==> src/rtl/fifo_arb_pkg.sv <==
// Shared types and constants for the fifo_arb write arbiter / read scheduler.
package fifo_arb_pkg;

    typedef enum logic [1:0] {
        ST_RUN   = 2'd0,
        ST_FLUSH = 2'd1,
        ST_DRAIN = 2'd2
    } state_t;

    localparam int DEFAULT_W     = 8;
    localparam int DEFAULT_DEPTH = 16;

    // Occupancy counter must be able to hold DEPTH itself, hence the extra bit.
    function automatic int level_width(input int depth);
        return $clog2(depth) + 1;
    endfunction

    function automatic int wrap_inc(input int base, input int step, input int n);
        return (base + step) % n;
    endfunction

endpackage

==> src/rtl/fifo_arb_rr_arbiter.sv <==
// Combinational round-robin arbiter: search starts one past the pointer.
module rr_arbiter
    import fifo_arb_pkg::*;
#(
    parameter int NREQ = 2,
    parameter int PW   = $clog2(NREQ)
) (
    input  logic [NREQ-1:0] req,
    input  logic            enable,
    input  logic [PW-1:0]   pointer,
    output logic [NREQ-1:0] gnt,
    output logic [PW-1:0]   winner
);

    logic found;

    always_comb begin
        gnt    = '0;
        winner = '0;
        found  = 1'b0;
        if (enable) begin
            for (int i = 1; i <= NREQ; i++) begin
                if (!found && req[wrap_inc(int'(pointer), i, NREQ)]) begin
                    found = 1'b1;
                    gnt[wrap_inc(int'(pointer), i, NREQ)] = 1'b1;
                    winner = PW'(wrap_inc(int'(pointer), i, NREQ));
                end
            end
        end
    end

endmodule

==> src/rtl/fifo_arb.sv <==
// Round-robin write arbiter, read scheduler and flush sequencer for the 8-bit fifo.
// Optional build macro FIFO_ARB_WATERMARK_EN: restrict grants to producer 0 while FIFO_PFF.
module fifo_arb
    import fifo_arb_pkg::*;
#(
    parameter int NREQ  = 2,
    parameter int W     = DEFAULT_W,
    parameter int DEPTH = DEFAULT_DEPTH
) (
    input  logic                          clk,
    input  logic                          RESET_N,
    input  logic [NREQ-1:0]               WREQ,
    input  logic [NREQ*W-1:0]             WDATA,
    output logic [NREQ-1:0]               WGNT,
    input  logic                          RD_REQ,
    output logic                          RD_GNT,
    output logic [W-1:0]                  RD_DATA,
    output logic                          RD_VALID,
    input  logic                          FLUSH,
    output logic                          BUSY,
    output logic [level_width(DEPTH)-1:0] LEVEL,
    output logic [W-1:0]                  FIFO_DIN,
    output logic                          FIFO_WE,
    output logic                          FIFO_RE,
    output logic                          FIFO_RST,
    input  logic [W-1:0]                  FIFO_DOUT,
    input  logic                          FIFO_EF,
    input  logic                          FIFO_PEF,
    input  logic                          FIFO_FF,
    input  logic                          FIFO_PFF
);

    localparam int PW = $clog2(NREQ);
    localparam int LW = level_width(DEPTH);

    state_t          state_reg;
    logic [PW-1:0]   last_reg;
    logic [LW-1:0]   level_reg;
    logic            rd_valid_reg;

    logic            in_run;
    logic            wr_enable;
    logic            wr_fire;
    logic            rd_fire;
    logic [NREQ-1:0] req_eligible;
    logic [NREQ-1:0] gnt;
    logic [PW-1:0]   winner;
    logic [W-1:0]    din_slice [NREQ];
    logic [W-1:0]    din_merged;
    logic            unused_flags;

    // Gating with RESET_N forces the combinational outputs quiet while in reset.
    assign in_run = RESET_N && (state_reg == ST_RUN);

`ifdef FIFO_ARB_WATERMARK_EN
    assign req_eligible = FIFO_PFF ? (WREQ & NREQ'(1)) : WREQ;
`else
    assign req_eligible = WREQ;
`endif
    assign unused_flags = ^{FIFO_PEF, FIFO_PFF};

    assign wr_enable = in_run && !FIFO_FF;

    rr_arbiter #(
        .NREQ (NREQ),
        .PW   (PW)
    ) u_rr_arbiter (
        .req     (req_eligible),
        .enable  (wr_enable),
        .pointer (last_reg),
        .gnt     (gnt),
        .winner  (winner)
    );

    // One-hot grant lets the data mux be a plain AND-OR.
    generate
        for (genvar gi = 0; gi < NREQ; gi++) begin : g_din
            assign din_slice[gi] = gnt[gi] ? WDATA[gi*W +: W] : '0;
        end
    endgenerate

    always_comb begin
        din_merged = '0;
        for (int i = 0; i < NREQ; i++) begin
            din_merged = din_merged | din_slice[i];
        end
    end

    assign wr_fire  = |gnt;
    assign rd_fire  = in_run && RD_REQ && !FIFO_EF;

    assign WGNT     = gnt;
    assign FIFO_WE  = wr_fire;
    assign FIFO_DIN = din_merged;
    assign RD_GNT   = rd_fire;
    assign FIFO_RE  = rd_fire;
    assign RD_VALID = rd_valid_reg;
    assign RD_DATA  = rd_valid_reg ? FIFO_DOUT : '0;
    assign FIFO_RST = !RESET_N || (state_reg == ST_FLUSH);
    assign BUSY     = (state_reg != ST_RUN);
    assign LEVEL    = level_reg;

    always_ff @(posedge clk or negedge RESET_N) begin
        if (!RESET_N) begin
            state_reg    <= ST_RUN;
            last_reg     <= PW'(NREQ - 1);
            rd_valid_reg <= 1'b0;
        end else begin
            rd_valid_reg <= rd_fire;
            if (wr_fire) begin
                last_reg <= winner;
            end
            case (state_reg)
                ST_RUN:   if (FLUSH) state_reg <= ST_FLUSH;
                ST_FLUSH: state_reg <= ST_DRAIN;
                ST_DRAIN: if (FIFO_EF) state_reg <= ST_RUN;
                default:  state_reg <= ST_RUN;
            endcase
        end
    end

    always_ff @(posedge clk or negedge RESET_N) begin
        if (!RESET_N) begin
            level_reg <= '0;
        end else if (state_reg == ST_FLUSH) begin
            level_reg <= '0;
        end else begin
            case ({wr_fire, rd_fire})
                2'b10:   level_reg <= level_reg + LW'(1);
                2'b01:   level_reg <= level_reg - LW'(1);
                default: level_reg <= level_reg;
            endcase
        end
    end

endmodule

==> config.mk <==
export PLATFORM = sky130hd
export DESIGN_NAME = fifo_arb
export DESIGN_NICKNAME = d
export VERILOG_FILES = /design/src/rtl/fifo_arb_pkg.sv /design/src/rtl/fifo_arb_rr_arbiter.sv /design/src/rtl/fifo_arb.sv
export SDC_FILE = /design/constraint.sdc
export NUM_CORES = 1
export LEC_CHECK = 0
export CORE_MARGIN = 2
export CORE_UTILIZATION = 33
export DETAILED_ROUTE_END_ITERATION = 10
export PLACE_DENSITY_LB_ADDON = 0.12
export SLEW_MARGIN = 15
export SYNTH_ARGS = -nofsm -noshare
export SYNTH_HDL_FRONTEND = slang
export SYNTH_SLANG_ARGS = --single-unit
==> constraint.sdc <==
create_clock -name clk -period 3.3 [get_ports clk]
set_clock_uncertainty 0.2 [all_clocks]
set_input_delay 0.99 -clock clk [delete_from_list [all_inputs] [get_ports clk]]
set_output_delay 0.99 -clock clk [all_outputs]
set_load 0.005 [all_outputs]
==> results of run 1 <==
[power by group through the flow]
stage	logic, mW	clock network, mW	registers, mW
floorplan	0.220	0	0.206
global placement	0.425	0	0.222
detailed placement	0.433	0	0.228
CTS	0.483	0.0888	0.228
global route	0.555	0.0958	0.238
finish	0.509	0.0854	0.231
[worst paths after layout]
kind / from / end
min in group asynchronous: RESET_N / LEVEL[2]$_DFFE_PN0P_
max: FIFO_FF / WGNT[1]
min reg2reg: last_reg$_DFFE_PN1P_ / last_reg$_DFFE_PN1P_
max reg2reg: state_reg[0]$_DFFE_PN0P_ / LEVEL[4]$_DFFE_PN0P_
min: last_reg$_DFFE_PN1P_ / last_reg$_DFFE_PN1P_
max in group asynchronous: RESET_N / last_reg$_DFFE_PN1P_
[layer usage]
metal	up-vias	track usage (%)	routed length, µm
met1	523	26.3	1190
met3	4	5.83	227
li1	542	-	-
met4	0	7.26	25
met2	50	38.4	1700
met5	-	0	0
[cell type report]
class                      count  area, µm²  share of cell area [%]
sequential                     9        226                    12.9
tap                           30       37.5                    2.14
timing repair buffer          89        805                    45.8
multi-input combinational     81        643                    36.6
inverter                       5       18.8                    1.07
clock buffer                   4       26.3                    1.50
[Yosys cell counts, drive strengths merged (2+ instances only)]
| library cell | count | area, µm² |
|---|---|---|
| inv | 5 | 18.8 |
| ha | 4 | 50.1 |
| nand3 | 3 | 15.0 |
| xor2 | 3 | 26.3 |
| mux2i | 2 | 20.0 |
| nor2 | 14 | 52.6 |
| and2 | 11 | 68.8 |
| a22oi | 8 | 60.1 |
| dfrtp | 8 | 200 |
| o21ai | 3 | 15.0 |
| buf | 4 | 28.8 |
| nand2 | 3 | 11.3 |
| or3 | 2 | 12.5 |
| nor3 | 2 | 15.0 |
| a21boi | 2 | 15.0 |
| a21oi | 6 | 30.0 |
[kinds of logic (layout without fill, tap and decap cells)]
group                      after synthesis  in the layout  share of synthesized area (%)
xor gates and xnor gates                 3              3                           3.20
adders and majority gates                4              4                           6.10
AOI/OAI and AO/OA                       26             26                           21.8
muxes                                    3              3                           3.81
DFF                                      9              9                           27.6
and+or+nand+nor                         45             45                           31.7
buffers and inverters                    9             98                           5.79
[through the flow]
step	setup slack (ps)	TNS, ps
2_1_floorplan	44.2	0
3_5_place_dp	-496	-7060
6_report	16.3	0
5_1_grt	-28.7	-29.1
4_1_cts	1.16	0
3_3_place_gp	-447	-6350
[tightest hold or removal path, cell delays in order (launching register included)]
cell and delay, ps:
dfstp_2 390, a21oi_1 120, a31oi_1 50
[timing repair]
item / 4_1_cts / 5_1_grt
pin swaps: 7 / 6
setup endpoints to repair: 16 / 13
gates resized for setup: 41 / 19
gates cloned: 1 / 0
buffers inserted: 11 / 2
==> flow_summary.toml, run 1 <==
[status]
status = "finished clean"

[floorplanning]
io-pin-count = 63
coreArea_um2 = 2410
die_h_um = 53.9
die_w_um = 53.9
rows = 18
start_util_pct = 34.1
die_area_um2 = 2900

[cts]
htreeDepth = 1
clock-root-buffer = "clkbuf_4"
ctsLongestPathBuffers = 2
clk_pin_slew_ps = 60
cts_made_buffers = 3
hold_buffers = 0
clock_sinks = 9
cts_tree = "yes"
clk_latency_ps = 260

[worst_hold_path]
hold_path_class = "reg -> reg"
hold_depth = 2

[sta]
post-route-min-period_ps = 3280
fin_hold_ws_ps = 363
max_clock_freq_ghz = 0.305
finalHoldViolations = 0
post-route-period-util_pct = 99.5
max-slew-margin-rel_pct = 75.2
setup_viol = 0
worstMarginPinSlew_ps = 372
final_max_slew_viol_count = 0

[power]
seqPwrFrac_pct = 28.0
p_int_mw = 0.503
ir_drop_mv = 0.456
finalPower_mw = 0.825
switchingPower_mw = 0.321
clkPwrFrac_pct = 10.4
power_density_nw_per_um2 = 470
swShare_pct = 39.0
comb_power_share_pct = 61.7
power.leakage_nw = 0.813

[critical_path]
worst_r2r_path_depth = 11
path_cells = "dlygate4sd2_1 > nor4b_4 > buf_4 > and2_1 > clkdlybuf4s15_1"
rrSetupSlack_ps = 560
cp_num_cells = 5
max_stage_delay_ps = 310
cp_max_fo = 3
crit_path_end_kind = "output port"
critPathTopFamily = "buffers and inverters"
arrival_ps = 2090
critPathKind = "in -> out"
cpMaxStageDelayCell = "nor4b_4"
cp-start-kind = "primary input"
critPathBufInv = 3
required_ps = 2110

[drt]
drt-pass1-iter-count = 4
vias = 1119
postRouteAntennaNets = 0
wl_per_cell_um = 14.4
viasPerCell = 5.13
drcViolationCount = 0
drt-initial-drc-count = 23
routed_wl_um = 3150

[cells_and_area]
most-common-layout-cells = "clkdlybuf4s50_1, buf_4, nor2_1"
final_common_cell = "clkdlybuf4s50_1"
antenna_cells = 0
fill_cells = 163
fin_area_um2 = 1760
utilization_pct = 72.9
largest_reg_flops = 5
syn_to_final_growth_pct = 114
num-nets-final = 227
fin_cells = 218
drive_above_1_share_pct = 31.4

[placement]
post_dp_cell_area_um2 = 1560
hpwl_um = 2220
port_buffers = 60
post-place-cells = 200
gp_congestion = 0.894

[global_route]
first_global_vias = 1053
grt_max_degree = 14
grt_usage_pct = 22.2
antenna_found_initial = 0
grt_overflow_total = 0
grt_pass1_wl_um = 4620

[logic_synthesis]
synth_edf_count = 0
netlist_area_um2 = 821
yosysWarnings = 0
syn_inst = 99
async_flop_share_pct = 100
seq_area_frac_synth_pct = 27.6
syn_nets = 137
synth-seq-cells = 9
synth_ff_type = "dfrtp_1"
avgSynthCellArea_um2 = 8.29
ys_types = 39

[flow_run]
drv_cap = 0
(Power assumes the default switching activity.)
==> run 2, diff against run 1 <==
MAX_ROUTING_LAYER = met4   (was not set)
==> flow_summary.toml, run 2 (synthesized netlist as in run 1, its figures left out) <==
[worst_hold_path]
min_to = "last_reg$_DFFE_PN1P_"
hold_depth = 2
min_from = "last_reg$_DFFE_PN1P_"
hold_path_class = "reg -> reg"

[placement]
port_buffers = 60
hpwl_um = 2190
gp_congestion = 0.933
post-place-ws_ps = -485

[critical_path]
r2r-end = "LEVEL[4]$_DFFE_PN0P_"
cp_max_fo = 6
arrival_ps = 2070
critPathTopFamily = "buffers and inverters"
max_stage_delay_ps = 200
cp-startpoint = "WREQ[1]"
crit_top_cell = "buf_4"
required_ps = 2110
path_cells = "clkdlybuf4s15_2 > a21boi_1 > buf_4 > buf_4 > buf_4 > a22oi_1 > nor2_1 > buf_2"
cpMaxStageDelayCell = "clkdlybuf4s15_2"
critPathKind = "in -> out"
worst_r2r_path_depth = 10
crit_path_end_kind = "output port"
critPathBufInv = 5
cp-start-kind = "primary input"
r2r_start = "state_reg[1]$_DFFE_PN0P_"
rrSetupSlack_ps = 480

[cells_and_area]
most-common-layout-cells = "clkdlybuf4s50_1, buf_4, nor2_1"
fill_cells = 175
syn_to_final_growth_pct = 120
drive_above_1_share_pct = 35.2
antenna_cells = 0
largest_reg_flops = 5
num-nets-final = 235
final_common_cell = "clkdlybuf4s50_1"

[power]
power.leakage_nw = 0.881
ir_drop_mv = 0.438
power_density_nw_per_um2 = 458

[floorplanning]
die_h_um = 53.9
die_w_um = 53.9
io-pin-count = 63
die_area_um2 = 2900
start_util_pct = 34.1
rows = 18
coreArea_um2 = 2410

[sta]
fin_tns_setup_ps = 0
final_max_slew_viol_count = 0
setup_viol = 0
post-route-min-period_ps = 3260
max-slew-margin-rel_pct = 76.5
finalHoldViolations = 0
setup_slack_ps = 38.8
max_clock_freq_ghz = 0.307
worstMarginPinSlew_ps = 353
post-route-period-util_pct = 98.8

[cts]
cts_tree = "yes"
clock-root-buffer = "clkbuf_4"
htreeDepth = 1
ctsLongestPathBuffers = 2
hold_buffers = 0
clk_latency_ps = 260
cts_made_buffers = 3
clk_pin_slew_ps = 50
clock_sinks = 9

[drt]
drt-initial-drc-count = 33
routed_wl_um = 3140
vias = 1167
drt-pass1-iter-count = 4
wl_per_cell_um = 13.9
drcViolationCount = 0
viasPerCell = 5.16
postRouteAntennaNets = 0

[global_route]
grt_usage_pct = 24.1
first_global_vias = 1118
grt_max_degree = 14
antenna_found_initial = 0
grt_overflow_total = 0
grt_pass1_wl_um = 4920

[status]
status = "finished clean"

[flow_run]
drv_cap = 0
==> run 2: cell count changes in the layout (fill, tap and decap cells not counted), sizes merged <==
cell and change:
dlygate4sd2 +1, buf +11, clkbuf -1, clkdlybuf4s15 -2
clkdlybuf4s50 -2, dlymetal6s2s +1
==> run 2: worst max-delay path by stage <==
stage | end | slack [ps] | depth (start not counted)
after detailed placement | LEVEL[4]$_DFFE_PN0P_ | -480 | 10
after CTS | FIFO_DIN[2] | 1 | 7
after floorplan | LEVEL[4]$_DFFE_PN0P_ | 40 | 10
final | FIFO_DIN[7] | 40 | 8
after global placement | FIFO_DIN[4] | -490 | 5
after global routing | LEVEL[4]$_DFFE_PN0P_ | -6 | 10
==> run 2: stage by stage <==
stage               cell area (µm²)  std cells  hold WS [ps]  power, mW  util (%)
detailed placement             1560        201           339      0.653      64.8
CTS                            1760        225           339      0.798      72.8
global route                   1810        226           388      0.893      75.0
floorplan                       833         99           311      0.426         -
global placement               1560        201           331      0.645      64.8
finish                         1810        226           338      0.828      75.0
==> run 2: final cells by class <==
| type | instances | area [µm²] | share of cell area (%) |
|---|---|---|---|
| clock buffer | 4 | 26.3 | 1.45 |
| inverter | 5 | 18.8 | 1.04 |
| multi-input combinational | 81 | 647 | 35.8 |
| sequential | 9 | 226 | 12.5 |
| tap | 30 | 37.5 | 2.08 |
| timing repair buffer | 97 | 851 | 47.1 |
==> run 2: tightest hold or removal path: cells and delay by family, from the launching register on <==
kind | cells | cell delay (ps)
flops | 1 | 380
compound gates | 2 | 160
==> run 2: power breakdown <==
| part | internal (mW) | total [mW] | switching [mW] |
|---|---|---|---|
| clock | 0.0464 | 0.0816 | 0.0352 |
| sequential | 0.157 | 0.229 | 0.0714 |
| combinational | 0.304 | 0.518 | 0.213 |
==> run 2: what timing repair did <==
action / in CTS / in global routing
gates resized for setup: 45 / 21
setup buffers: 19 / 1
pin swaps: 10 / 5
gates cloned: 1 / 0
endpoints found under the setup margin: 16 / 10
==> run 2: per-layer routing <==
metal  vias to the layer above  track usage (%)  wire length (µm)
li1                        556                -                 -
met1                       553             27.7              1220
met2                        52             40.9              1630
met3                         6             3.61               241
met4                         0             11.1                45
met5                         -                -                 0
==> RTL edit 1: new RTL, flow settings as in run 2 <==
`NREQ` is set to 2 in 2 places; all go to 8.
--- a/src/rtl/fifo_arb_rr_arbiter.sv
+++ b/src/rtl/fifo_arb_rr_arbiter.sv
@@ -3,5 +3,5 @@
     import fifo_arb_pkg::*;
 #(
-    parameter int NREQ = 2,
+    parameter int NREQ = 8,
     parameter int PW   = $clog2(NREQ)
 ) (
--- a/src/rtl/fifo_arb.sv
+++ b/src/rtl/fifo_arb.sv
@@ -4,5 +4,5 @@
     import fifo_arb_pkg::*;
 #(
-    parameter int NREQ  = 2,
+    parameter int NREQ  = 8,
     parameter int W     = DEFAULT_W,
     parameter int DEPTH = DEFAULT_DEPTH
Interface: changed (resized WDATA, WGNT and WREQ); port bits go from 63 to 123. The function was not compared with the original's and may differ.
==> RTL edit 1 against run 2 <==
  * The flow now finishes with violations (setup timing)
  * Clock power is 68% higher
  * Count of clock-buffer cells in the layout stayed put
  * Setup slack worse by 1800 ps
  * Worst hold slack better by 29 ps
  * Via count grew to 3.4 times the old value
  * First-iteration DRC count grew to 12 times the old value
  * Total power grew to 7.6 times the old value
  * Synthesized area grew to 3.4 times the old value
  * Final area grew to 3.2 times the old value
  * Routed wire length grew to 4.2 times the old value
  * Critical path depth is 15 higher
  * Global-route usage is 3.0 points higher
  * Sequential cell count is 2 higher
  * Critical endpoint is now LEVEL[4]
==> RTL edit 1: results (changes against run 2) <==
routing:
  wire_per_inst_um: 18.7  # +35%
  met1_length_um: 5340  # +340%
  wirelength_um: 13100  # +320%
  wl_met3_um: 746  # +210%
  wl_met2_um: 6640  # +310%
  dr.pass1.iters: 6  # +2
critical_path:
  cpPeakStageDelay_ps: 560  # +360 ps
  path_delay_family: "simple AND/OR/NAND/NOR gates"
  worstPathMaxFanout: 5  # -1
  reg2reg_depth: 23  # +13
  cp_slowest_cell: "dfstp_2"
cts:
  insertion_delay_ps: 240  # -20 ps
synth:
  avgSynthCellArea_um2: 8.15  # -1.7%
  synth_compound_area_share_pct: 29.3  # +7.5 points
  synth_top_cells_by_count: "nand2_1, nor2_1, nand3_1"
  synth_xor_area_share_pct: 3.10  # -0.10 points
  syn-num-nets: 441  # +220%
  synth_fa_ha_area_share_pct: 5.21  # -0.89 points
grt:
  grtUsageMet3_pct: 2.11  # -1.5 points
  use_met2_pct: 45.5  # +4.6 points
  grt_pass1_wl_um: 19100  # +290%
  track_usage_pct: 27.0  # +3.0 points
  grt_pass1_vias: 3853  # +240%
  met1_usage_pct: 34.6  # +6.9 points
sta:
  fin_setup_tns_ps: -33950  # -33950 ps
  finalSetupViolCount: 25  # +25
  worst_pin_slew_ps: 399  # +45.7 ps
  fin_ws_ps: -1720  # -1760 ps
placement:
  dp.cells: 660  # +230%
  place_hpwl_um: 9650  # +340%
  portBuffers: 120  # +100%
  gp_congestion: 0.915  # -2.0%
  dp_worst_setup_slack_ps: -2270  # -1790 ps
  postPlaceCellArea_um2: 5010  # +220%
hold_path:
  worstHoldStart: "LEVEL[3]"
  hold_path_end: "LEVEL[3]"
cells_and_area:
  fillers: 644  # +270%
  stdcell_area_um2: 5720  # +220%
  drive_gt1_share_pct: 47.7  # +12 points
status:
  violations: "setup timing"
  status: "finished, violations left"
## RTL edit 1: cell types whose count changed in the layout (fill, tap and decap cells not counted), moves of 9 or more
cell / change
buf_4: +85
clkdlybuf4s50_1: +53
buf_6: +31
nand2_1: +23
nand3_1: +19
a222oi_1: +16
buf_2: +10
nor2_1: +10
buf_12: +9
nand4_1: +9
## RTL edit 1: logic make-up after synthesis
group / count (synthesis)
AOI/OAI and AO/OA: 104
xor gates and xnor gates: 9
adders and majority gates: 11
buffers and inverters: 40
DFF: 11
muxes: 30
and+or+nand+nor: 137
## RTL edit 1: repair_timing
action,4_1_cts,5_1_grt
gates cloned,2,0
pin swaps,37,40
endpoints found under the setup margin,28,25
resized for setup,132,65
buffers inserted,26,15
## RTL edit 1: power by group
group / internal [W] / switching [W] / leakage (nW)
clock: 0.0000850 / 0.0000523 / 0.0228
sequential: 0.000209 / 0.0000491 / 0.137
combinational: 0.00303 / 0.00283 / 2.25
## RTL edit 1: worst max-delay path by stage
stage           startpoint     endpoint  depth (start not counted)
2_1_floorplan  last_reg[0]     LEVEL[4]                         27
3_3_place_gp       WREQ[5]  FIFO_DIN[0]                         13
3_5_place_dp       WREQ[5]  FIFO_DIN[2]                         13
4_1_cts        last_reg[0]     LEVEL[4]                         23
5_1_grt        last_reg[0]     LEVEL[4]                         25
6_report       last_reg[0]     LEVEL[4]                         23
## RTL edit 1: final cells by class
type | count | share of cell area (%)
multi-input cells | 291 | 46.4
repair buffers | 276 | 44.5
flip-flops and latches | 11 | 4.87
well taps | 105 | 2.30
inverters | 16 | 1.16
clock buffers | 4 | 0.787
==> RTL edit 2: new RTL, settings of run 2 <==
Made on the original files. Put one more register stage on the output `LEVEL`, without a reset. The value now appears one clock later. The other outputs are not delayed to match.
--- a/src/rtl/fifo_arb.sv
+++ b/src/rtl/fifo_arb.sv
@@ -99,5 +99,7 @@
     assign FIFO_RST = !RESET_N || (state_reg == ST_FLUSH);
     assign BUSY     = (state_reg != ST_RUN);
-    assign LEVEL    = level_reg;
+    always_ff @(posedge clk) begin
+        LEVEL <= level_reg;
+    end
 
     always_ff @(posedge clk or negedge RESET_N) begin
Check against the original RTL: not equivalent (a bounded check fails within 4 cycles, from zero or initial values and one cycle with RESET_N low).
==> RTL edit 2 against run 2 <==
  * Core utilization shrank 3.0 points
  * Total power grew 13%
  * Die area grew 6.4%
  * Largest power group unchanged
  * Routed wire length shrank 0.99%
  * Setup slack gained 2.3 ps
  * Synthesized area grew 6.9%
  * Final area shrank 0.42%
  * Sequential cell count grew 5
  * Critical endpoint is now RD_DATA[0]
==> RTL edit 2: results (changes against run 2) <==
synth:
  synth_top_cells_by_count: "nor2_1, and2_1, a22oi_1, dfrtp_1, nand2_1"
  syn-num-nets: 129  # -5.8%
  synthFlopType: "dfrtp_1"
  yosys-top-cells-area: "dfrtp_1, dfxtp_1, and2_1"
  yosysWarningCount: 0  # unchanged
  seq_area_frac_synth_pct: 37.2  # +9.6 points
  ys_types: 36  # -7.7%
  synth-async-reset-ratio_pct: 64.3  # -36 points
placement:
  place_hpwl_um: 2190  # about the same
  portBuffers: 60  # unchanged
  gp_congestion: 0.960  # +2.9%
  postPlaceCellArea_um2: 1630  # +4.4%
  dp_worst_setup_slack_ps: -617  # -132 ps
cts:
  cts_buffer_depth: 2  # unchanged
  clk_pin_slew_ps: 90  # +40 ps
  insertion_delay_ps: 280  # +20 ps
  cts_buffers: 3  # unchanged
hold_path:
  worstHoldStart: "level_reg[4]"
  holdCritPathClass: "register to register"
grt:
  grt_pass1_vias: 1148  # +2.7%
  use_met2_pct: 38.8  # -2.1 points
  antenna_found_initial: 0  # unchanged
  met1_usage_pct: 22.9  # -4.9 points
  grtUsageMet3_pct: 4.92  # +1.3 points
  grt_pass1_wl_um: 5110  # +3.8%
  track_usage_pct: 21.1  # -3.0 points
  grt_max_degree: 10  # -4
power_and_ir_drop:
  p_leak_nw: 0.852  # -3.3%
  ir_drop_v: 0.000467  # +6.6%
sta:
  worst_pin_slew_ps: 359  # +6.61 ps
  final.min_clock_period_ps: 3260  # -2.27 ps
  maxSlewViolCount: 0  # unchanged
critical_path:
  crit_path_end: "RD_DATA[0]"
  timing.rr.end: "level_reg[4]"
  critPathLaunch: "FIFO_DOUT[0]"
  cp.arrival_ps: 2070  # about the same
  worstPathMaxFanout: 1  # -5
  r2r-start: "state_reg[1]"
  reg2reg_slack_ps: 330  # -150 ps
  reg2reg_depth: 10  # unchanged
routing:
  wire_per_inst_um: 14.1  # +1.7%
  viasPerCell: 4.95  # -4.1%
  drtIter0Drc: 19  # -42%
cells_and_area:
  drive_gt1_share_pct: 35.3  # +0.059 points
  diodes: 0  # unchanged
  fillers: 188  # +7.4%
  nets: 226  # -3.8%
status:
  status: "complete, no violations"
[RTL edit 2: changes by cell type after synthesis, moves of 2 or more]
cell     before  now
ha_1          4    1
xor2_1        3    0
xnor2_1       0    2
mux2i_1       2    5
buf_2         2    0
nand2_1       3    6
a21oi_1       6    3
or3_1         2    0
nor2_1       14   11
inv_2         0    2
dfxtp_1       0    5
[RTL edit 2: where the power goes]
group	switching, W	internal (W)	total, W
Combinational	0.000185	0.000289	0.000475
Sequential	0.0000892	0.000243	0.000333
Clock	0.0000584	0.0000671	0.000126
Total	0.000333	0.000600	0.000933
[RTL edit 2: layout make-up]
class / count / area (µm²) / share of cell area [%]
Clock buffer: 4 / 36.3 / 2.02
Inverter: 6 / 22.5 / 1.25
Multi-Input combinational cell: 73 / 571 / 31.7
Sequential cell: 14 / 327 / 18.2
Tap cell: 30 / 37.5 / 2.09
Timing Repair Buffer: 93 / 806 / 44.8
[RTL edit 2: stage by stage]
stage	utilization (%)	std cells
2_1_floorplan	-	94
3_3_place_gp	65.3	200
3_5_place_dp	65.3	200
4_1_cts	70.8	220
5_1_grt	72.0	220
6_report	72.0	220
[RTL edit 2: worst max-delay path, cell delays in order]
cell and delay (ps):
clkdlybuf4s50_1 450, and2_1 130, clkdlybuf4s50_1 500
[RTL edit 2: worst min path at each step]
stage / endpoint / slack (ps) / cells past startpoint
after floorplan: LEVEL[4] / 160 / 0
after global placement: LEVEL[4] / 180 / 0
after detailed placement: LEVEL[4] / 190 / 0
after CTS: LEVEL[4] / 210 / 0
after global routing: LEVEL[4] / 230 / 0
final: LEVEL[4] / 200 / 0
[RTL edit 2: cells by family after synthesis]
group	share of synthesized area, %
simple gates	27.7
compound gates	20.0
flops	37.2
buf+inv	4.71
mux	6.99
xor+xnor	2.00
fa+ha+maj	1.43
[RTL edit 2: per-layer routing]
| metal | wire length, µm | part of all wire [%] | vias up |
|---|---|---|---|
| met5 | 0 | 0 | - |
| met2 | 1630 | 53 | 47 |
| met3 | 200 | 6.4 | 8 |
| met1 | 1210 | 39 | 505 |
| met4 | 64 | 2.1 | 0 |
| li1 | - | - | 530 |
[RTL edit 2: timing repair]
action / in CTS / in global routing
pin swaps: 8 / 2
setup buffers: 13 / 0
setup endpoints to repair: 16 / 6
resized for setup: 54 / 9
gates cloned: 3 / 0
